===== src/rtl/i2s_pkg.sv =====
// i2s_pkg: frame geometry and FSM state shared by the I2S MSB-justified transmitter and receiver.
package i2s_pkg;
    localparam int FRAME_BITS = 256;
    localparam int SLOT_BITS  = 32;
    localparam int SLOTS      = 8;
    localparam int LR_HALF    = 128;

    typedef enum logic {SEEK = 1'b0, RUN = 1'b1} i2s_state_e;

    // lrclk is high for the first half of the frame, low for the second
    function automatic logic lr_expected(input logic [7:0] bit_cnt);
        return bit_cnt < 8'(LR_HALF);
    endfunction
endpackage


===== src/rtl/i2s_msb_slave_receiver_sync.sv =====
// i2s_input_sync: 2-FF synchroniser for bclk/lrclk/data plus bclk rising-edge detect.
module i2s_input_sync (
    input  logic clk_i,
    input  logic rst_i,
    input  logic bclk_i,
    input  logic lrclk_i,
    input  logic data_i,
    output logic bclk_rise,
    output logic lrclk_s,
    output logic data_s
);
    logic [2:0] meta_q, meta_d, sync_q, sync_d;
    logic       bclk_prev_q, bclk_prev_d;

    always_comb begin
        meta_d      = {data_i, lrclk_i, bclk_i};
        sync_d      = meta_q;
        bclk_prev_d = sync_q[0];
    end

    always_ff @(posedge clk_i or posedge rst_i) begin
        if (rst_i) begin
            meta_q      <= '0;
            sync_q      <= '0;
            bclk_prev_q <= 1'b0;
        end else begin
            meta_q      <= meta_d;
            sync_q      <= sync_d;
            bclk_prev_q <= bclk_prev_d;
        end
    end

    // lrclk and data come from the same stage as the detected edge
    assign bclk_rise = sync_q[0] & ~bclk_prev_q;
    assign lrclk_s   = sync_q[1];
    assign data_s    = sync_q[2];
endmodule


===== src/rtl/i2s_msb_slave_receiver.sv =====
// i2s_msb_slave_receiver: captures an externally clocked MSB-justified 8-slot I2S stream
// into a circular buffer of 256-bit frames, with lrclk framing checks and bclk timeout.
module i2s_msb_slave_receiver
    import i2s_pkg::*;
#(
    parameter int CIRC_BUF_BITS = 3,
    parameter int BCLK_TIMEOUT  = 64
) (
    input  logic                     clk_i,
    input  logic                     rst_i,
    input  logic                     i2s_bclk_i,
    input  logic                     i2s_lrclk_i,
    input  logic                     i2s_data_i,
    output logic [CIRC_BUF_BITS+7:0] ram_write_addr_o,
    output logic                     ram_write_en_o,
    output logic                     ram_write_data_o,
    output logic [CIRC_BUF_BITS-1:0] last_good_frame_idx_o,
    output logic                     frame_done_o,
    output logic                     locked_o,
    output logic                     sync_err_o
);
    localparam int IW = $clog2(BCLK_TIMEOUT + 1);

    logic bclk_rise, lrclk_s, data_s;
    logic lr_ok, start, timeout;

    i2s_state_e               state_q, state_d;
    logic [7:0]               bit_cnt_q, bit_cnt_d;
    logic [CIRC_BUF_BITS-1:0] frame_idx_q, frame_idx_d, last_good_q, last_good_d;
    logic [IW-1:0]            idle_q, idle_d;
    logic                     lr_prev_q, lr_prev_d;
    logic [CIRC_BUF_BITS+7:0] wr_addr_q, wr_addr_d;
    logic                     wr_en_q, wr_en_d, wr_data_q, wr_data_d;
    logic                     frame_done_q, frame_done_d, sync_err_q, sync_err_d;

    i2s_input_sync u_sync (
        .clk_i     (clk_i),
        .rst_i     (rst_i),
        .bclk_i    (i2s_bclk_i),
        .lrclk_i   (i2s_lrclk_i),
        .data_i    (i2s_data_i),
        .bclk_rise (bclk_rise),
        .lrclk_s   (lrclk_s),
        .data_s    (data_s)
    );

    assign lr_ok   = lrclk_s == lr_expected(bit_cnt_q);
    assign start   = bclk_rise && lrclk_s && !lr_prev_q;
    // an edge in the same cycle as expiry wins
    assign timeout = !bclk_rise && idle_q == IW'(BCLK_TIMEOUT);

    always_ff @(posedge clk_i or posedge rst_i) begin
        if (rst_i) state_q <= SEEK;
        else       state_q <= state_d;
    end

    always_comb begin
        state_d = state_q;
        if (state_q == SEEK && start)
            state_d = RUN;
        else if (state_q == RUN && ((bclk_rise && !lr_ok) || timeout))
            state_d = SEEK;
    end

    always_comb begin
        bit_cnt_d    = bit_cnt_q;
        frame_idx_d  = frame_idx_q;
        last_good_d  = last_good_q;
        lr_prev_d    = bclk_rise ? lrclk_s : lr_prev_q;
        idle_d       = bclk_rise ? '0 : (idle_q == IW'(BCLK_TIMEOUT) ? idle_q : idle_q + 1'b1);
        wr_en_d      = 1'b0;
        wr_addr_d    = {frame_idx_q, bit_cnt_q};
        wr_data_d    = data_s;
        frame_done_d = 1'b0;
        sync_err_d   = 1'b0;
        if (state_q == SEEK) begin
            if (start) begin
                wr_en_d   = 1'b1;
                wr_addr_d = {frame_idx_q, 8'd0};
                bit_cnt_d = 8'd1;
            end
        end else if (bclk_rise && lr_ok) begin
            wr_en_d   = 1'b1;
            bit_cnt_d = bit_cnt_q + 8'd1;
            if (bit_cnt_q == 8'(FRAME_BITS - 1)) begin
                frame_done_d = 1'b1;
                last_good_d  = frame_idx_q;
                frame_idx_d  = frame_idx_q + 1'b1;
            end
        end else if (bclk_rise || timeout) begin
            sync_err_d = 1'b1;
            bit_cnt_d  = 8'd0;
        end
    end

    always_ff @(posedge clk_i or posedge rst_i) begin
        if (rst_i) begin
            bit_cnt_q    <= '0;
            frame_idx_q  <= '0;
            last_good_q  <= '0;
            idle_q       <= '0;
            lr_prev_q    <= 1'b0;
            wr_en_q      <= 1'b0;
            wr_addr_q    <= '0;
            wr_data_q    <= 1'b0;
            frame_done_q <= 1'b0;
            sync_err_q   <= 1'b0;
        end else begin
            bit_cnt_q    <= bit_cnt_d;
            frame_idx_q  <= frame_idx_d;
            last_good_q  <= last_good_d;
            idle_q       <= idle_d;
            lr_prev_q    <= lr_prev_d;
            wr_en_q      <= wr_en_d;
            wr_addr_q    <= wr_addr_d;
            wr_data_q    <= wr_data_d;
            frame_done_q <= frame_done_d;
            sync_err_q   <= sync_err_d;
        end
    end

    assign ram_write_addr_o      = wr_addr_q;
    assign ram_write_en_o        = wr_en_q;
    assign ram_write_data_o      = wr_data_q;
    assign last_good_frame_idx_o = last_good_q;
    assign frame_done_o          = frame_done_q;
    assign sync_err_o            = sync_err_q;
    assign locked_o              = state_q == RUN;
endmodule


===== config.mk =====
export PLATFORM = sky130hd
export DESIGN_NAME = i2s_msb_slave_receiver
export DESIGN_NICKNAME = d
export VERILOG_FILES = /design/src/rtl/i2s_pkg.sv /design/src/rtl/i2s_msb_slave_receiver_sync.sv /design/src/rtl/i2s_msb_slave_receiver.sv
export SDC_FILE = /design/constraint.sdc
export NUM_CORES = 1
export LEC_CHECK = 0
export ABC_AREA = 1
export ABC_CLOCK_PERIOD_IN_PS = 1500
export CORE_UTILIZATION = 50
export CTS_CLUSTER_DIAMETER = 30
export DETAILED_ROUTE_END_ITERATION = 8
export PLACE_DENSITY = 0.81
export SYNTH_ARGS = -nofsm -noshare
export SYNTH_HDL_FRONTEND = slang
export SYNTH_HIERARCHICAL = 1
export SYNTH_SLANG_ARGS = --single-unit
export TNS_END_PERCENT = 50

===== constraint.sdc =====
create_clock -name clk_i -period 1.5 [get_ports clk_i]
set_clock_uncertainty 0.1 [all_clocks]
set_input_delay 0.225 -clock clk_i [delete_from_list [all_inputs] [get_ports clk_i]]
set_output_delay 0.225 -clock clk_i [all_outputs]
set_load 0.03 [all_outputs]

After elaboration in Yosys (flattened, before gate mapping)
Index checks and enable logic that the tools add are counted.

$lt $le $gt $ge: 1. Bitwise logic cells: 3. Reduce and logical (&&, ||, !) cells: 16. Equal/unequal tests: 5. Add/subtract/negate cells: 3. Multiplexer cells: 19.

Operators with widths (count): $mux W8 (6); $mux W7 (2); $mux W1 (11); $add A8 B1 Y8 const B (1); $eq A8 B8 Y1 const B (1); $lt A8 B8 Y1 const B (1); $add A7 B1 Y7 const B (1); $eq A7 B7 Y1 const B (1); $logic_and A1 B1 Y1 (7); $reduce_bool A2 Y1 (2); $add A3 B1 Y3 const B (1); $logic_not A1 Y1 (3); $ne A3 B1 Y1 const B (1); $reduce_and A3 Y1 (1); $logic_or A1 B1 Y1 (2); $ne A2 B2 Y1 const B (1); $not A1 Y1 (2); $reduce_and A2 Y1 (1); $and A1 B1 Y1 (1); $eq A1 B1 Y1 (1).

Flip-flop bits (word level): 45.

Longest topological paths before layout
Word-level depth: 8. Depth in mapped cells: 10. Depth with buffers taken out: 10.

Hierarchy
Netlist, hierarchy kept.

By module, submodules not included: i2s_msb_slave_receiver (instances 1, cells an instance 187, area an instance 1672.9 um2, sequential area each 950.9 um2); i2s_input_sync (instances 1, cells an instance 10, area an instance 188.9 um2, sequential area each 175.2 um2).

Worst setup path before layout
Ideal clock, no wire load.

Kind: register -> register. From: register idle_q[0]. To: register bit_cnt_q[0]. Setup slack: 109 ps. Library setup time: 117 ps. Cell stages (with the launch flop): 11. Period minus slack after synthesis: 1391 ps. Arrival time: 1175 ps. Path buffers: 0. Data required time: 1283 ps. Path through: dfrtp_1 -> inv_1 -> ha_1 -> inv_1 -> nor2_1 -> nand3_1 -> nand2_1 -> nand2_2 -> nand2_1 -> nand2_1 -> nand2_1.

Cells in the longest elaborated chain, start to end: 5.

RTL lines: start: declaration (line i2s_msb_slave_receiver.sv:30) `logic [IW-1:0] idle_q, idle_d;`; start signal: assignment (line i2s_msb_slave_receiver.sv:112) `idle_q <= idle_d;`; $eq A7 B7 Y1 (line i2s_msb_slave_receiver.sv:50) `assign timeout = !bclk_rise && idle_q == IW'(BCLK_TIMEOUT);`; $logic_and A1 B1 Y1 (line i2s_msb_slave_receiver.sv:50); $logic_or A1 B1 Y1 (line i2s_msb_slave_receiver.sv:90) `end else if (bclk_rise || timeout) begin`; $ne A3 B1 Y1 (no source line); $reduce_and A2 Y1 (no source line); end signal: assignment (line i2s_msb_slave_receiver.sv:109) `bit_cnt_q <= bit_cnt_d;`; end: declaration (line i2s_msb_slave_receiver.sv:28) `logic [7:0] bit_cnt_q, bit_cnt_d;`.

Every way passes these cells. A chain may end at the register's enable or synchronous reset.

Worst setup path after layout
From: register idle_q[1]. To: register bit_cnt_q[5].

The elaborated chain is that of the path after synthesis.

==> results.txt <==
----------------------------------------------------
[Status]
  Run status ... completed

[Critical path]
  Critical Path Source Type ... flip-flop
  Critical Path Max Stage Delay ... 0.43 ns
  Critical path class ... flip-flop to flip-flop
  Standard cell with the maximum stage delay on the critical path ... sky130_fd_sc_hd__dfrtp_1
  Largest driver fanout on the critical path ... 9
  Endpoint class of the critical path ... flip-flop
  Cell repeated most along the worst path ... sky130_fd_sc_hd__inv_1
  CP Cell Sequence ... inv_1, ha_1, inv_1, nor2_1, nand3_2, nand2_2, nand2_4, nand3_1, nand2_1
  Internal reg-to-reg setup slack ... 0.04 ns
  CP Data Required Time ... 1.60 ns
  CP Data Arrival Time ... 1.56 ns

[Timing]
  Clock period minus worst slack ... 1.46 ns
  Worst Tran Pin Value ... 0.320 ns
  Fmax ... 684 MHz
  RSZ-0062 raised after global routing ... yes
  Count of endpoints failing setup in the final report ... 0
  Final number of max-transition violations ... 0
  Total count of hold-check failures in the final report ... 0
  Slew HR ... 78.6%
  Final period util ... 97.4%

[Placed design]
  Port-buffer cells ... 23
  Number of instances in the placed design ... 271
  DP Area ... 2200 um^2
  Final estimated routing congestion in global placement ... 0.795
  HPWL Detailed ... 2.18 mm

[GRT]
  Pin count of the biggest net entering global routing ... 39
  Number of antenna violations at the first check in global routing ... 0
  Wire length of the first global-routing pass ... 5.41 mm
  Vias in the first global route ... 1289
  Gr usage total ... 18.3%
  Sum of overflow across all layers after global routing ... 0

[Routing]
  Number of vias in the routed layout ... 1384
  DR WL/cell ... 11.4 um
  Detailed-route wire length ... 3.23 mm
  DR vias/cell ... 4.87
  Post-detailed-route count of antenna-violating nets ... 0
  Detailed-routing iteration count for the pre-antenna-repair pass ... 5
  Violation count after the first detailed-routing iteration ... 83
  DR DRC count ... 0

[CTS]
  # clock sinks ... 45
  Clk_lat worst skew ... 0.30 ns
  CTS root buffer ... sky130_fd_sc_hd__clkbuf_8
  Clk pin slew, worst setup/hold paths ... 0.08 ns
  Number of CTS-inserted buffers ... 5
  CTS tree ... yes
  Number of buffers between clock root and the deepest sink ... 2
  Htree depth ... 2

[Hold path]
  Tightest Hold Check Type ... input pin to async pin

[Synth]
  Post-synth net total ... 206
  Gate Count Post-Synth ... 197
  Count of distinct cell types in the synthesized netlist ... 24
  Synth warnings ... 6
  Register area share after synthesis ... 60.5%
  Yosys reg bits ... 45
  Syn Area/Cell ... 9.45 um^2
  Combined area of all synthesized cells ... 1860 um^2

[Floorplanning]
  Placement Rows ... 21
  Die extent in x ... 63.0 um
  CORE AREA ... 3440 um^2
  Die H ... 63.0 um
  Initial standard-cell utilization of the core ... 54.1%
  Die Area ... 3970 um^2
  Ports placed on the boundary ... 24

[Finish]
  Highest-count cells in the layout ignoring fill and taps ... 51 x sky130_fd_sc_hd__nand2_1, 44 x sky130_fd_sc_hd__dfrtp_1, 25 x sky130_fd_sc_hd__inv_1
  Number of cells in the finished layout apart from fillers ... 284
  Total area of multi-input combinational cells ... 649 um^2
  Area added between synthesis and finish ... 27.3%
  Layout cell share with drive strength beyond 1 ... 16.0%
  Most common cell after layout, fill and taps aside ... sky130_fd_sc_hd__nand2_1
  Number of antenna cells inserted ... 0
  Total non-filler cell area in the finished layout ... 2370 um^2
  Count of nets after finishing ... 246
  Fillers ... 276
  Sequential Area ... 1130 um^2

[Power]
  Static power due to leakage ... 1.33 nW
  Power per unit of standard cell area ... 1250 nW/um^2
  Worst IR Drop VDD ... 0.813 mV

[Flow run]
  Number of max-cap violations ... 0

----------------------------------------------------
==> routing by layer <==
| layer | vias to the layer above | track usage, % | part of all wire, % |
|---|---|---|---|
| met5 | - | 0 | 0 |
| met4 | 0 | 11.0 | 2.2 |
| met3 | 7 | 6.20 | 5.3 |
| met2 | 49 | 26.6 | 49 |
| met1 | 642 | 23.3 | 43 |
| li1 | 686 | - | - |
==> registers in the layout (all words and copies together) (netlist names) <==
| name | cells |
|---|---|
| frame_done_o | 1 |
| frame_idx_q | 3 |
| ram_write_en_o | 1 |
| ram_write_data_o | 1 |
| u_sync/sync_q | 3 |
| u_sync/bclk_prev_q | 1 |
| idle_q | 7 |
| bit_cnt_q | 8 |
| locked_o | 1 |
| last_good_frame_idx_o | 3 |
| sync_err_o | 1 |
| lr_prev_q | 1 |
| ram_write_addr_o | 11 |
| u_sync/meta_q | 3 |
==> report_power, final <==
part	internal, W	switching, W
registers	0.00134	0.000118
clock network	0.000543	0.000391
logic	0.000239	0.000326
==> cells by family (layout without fill, tap and decap cells) <==
kind of cell | count (synthesis) | count (layout) | share of synthesized area, %
fa+ha+maj | 4 | 4 | 2.69
simple gates | 105 | 105 | 25.7
flops | 45 | 45 | 60.5
buf+inv | 31 | 72 | 6.65
xor+xnor | 6 | 6 | 2.82
compound gates | 6 | 6 | 1.61
==> per-stage QoR <==
step	hold WS (ns)	setup TNS [ns]	setup WS, ns	utilization [%]	total power (W)
after floorplan	-0.0716	0	0.109	-	0.00179
after global placement	0.232	0	0.0172	63.9	0.00201
after detailed placement	0.237	-0.101	-0.0422	63.9	0.00202
after CTS	0.0709	0	0.0153	66.8	0.00293
after global routing	0.0976	-0.547	-0.0571	68.8	0.00311
final	0.0714	0	0.0389	68.8	0.00296
==> worst max-delay path, delay by kind of cell, from the launching register on <==
family,cells,cell delay [ns]
flops,1,0.43
buf+inv,2,0.11
simple gates,6,0.60
fa+ha+maj,1,0.14
==> repair_timing <==
item                                    CTS  global route
setup buffers                             0             5
resized for setup                        20             9
hold buffers                              0             0
pin swaps                                 0             5
endpoints found under the setup margin   26            19
gates cloned                              0             0
==> worst paths after layout <==
path	depth (start not counted)	from	endpoint
setup / recovery	9	idle_q[1]$_DFFE_PP0P_	bit_cnt_q[5]$_DFFE_PP0P_
hold / removal	2	rst_i	u_sync/meta_q[0]$_DFF_PP0_
setup reg to reg	9	idle_q[1]$_DFFE_PP0P_	bit_cnt_q[5]$_DFFE_PP0P_
hold reg to reg	0	u_sync/meta_q[0]$_DFF_PP0_	u_sync/sync_q[0]$_DFF_PP0_
max in group asynchronous	3	rst_i	ram_write_data_o$_DFF_PP0_
min in group clk_i	0	u_sync/meta_q[0]$_DFF_PP0_	u_sync/sync_q[0]$_DFF_PP0_
==> synth_stat cells <==
master	instances	area [um^2]
sky130_fd_sc_hd__xnor2_1	1	8.76
sky130_fd_sc_hd__dfrtp_1	45	1130
sky130_fd_sc_hd__nand3_2	1	10.0
sky130_fd_sc_hd__nand3_1	20	100
sky130_fd_sc_hd__inv_2	1	3.75
sky130_fd_sc_hd__a21oi_1	1	5.00
sky130_fd_sc_hd__nor2_8	1	20.0
sky130_fd_sc_hd__nor2_4	1	11.3
sky130_fd_sc_hd__nor2_1	23	86.3
sky130_fd_sc_hd__clkinv_1	1	3.75
sky130_fd_sc_hd__nand3_4	1	17.5
sky130_fd_sc_hd__nor3_1	2	10.0
sky130_fd_sc_hd__nand2_2	1	6.26
sky130_fd_sc_hd__nand2_1	52	195
sky130_fd_sc_hd__inv_1	26	97.6
sky130_fd_sc_hd__ha_1	4	50.1
sky130_fd_sc_hd__buf_4	1	7.51
sky130_fd_sc_hd__o21ai_0	5	25.0
sky130_fd_sc_hd__buf_2	1	5.00
sky130_fd_sc_hd__inv_4	1	6.26
sky130_fd_sc_hd__nor2_2	1	6.26
sky130_fd_sc_hd__nand4_1	1	6.26
sky130_fd_sc_hd__xor2_1	5	43.8
sky130_fd_sc_hd__nor3_2	1	10.0
==> layout make-up <==
cell class / count / share of cell area [%]
clock buffer: 7 / 3.64
clock inverter: 1 / 1.27
inverter: 29 / 4.70
multi-input combinational: 121 / 27.4
sequential: 45 / 47.6
tap: 46 / 2.43
timing repair buffer: 35 / 13.0
(Power assumes the default switching activity.)
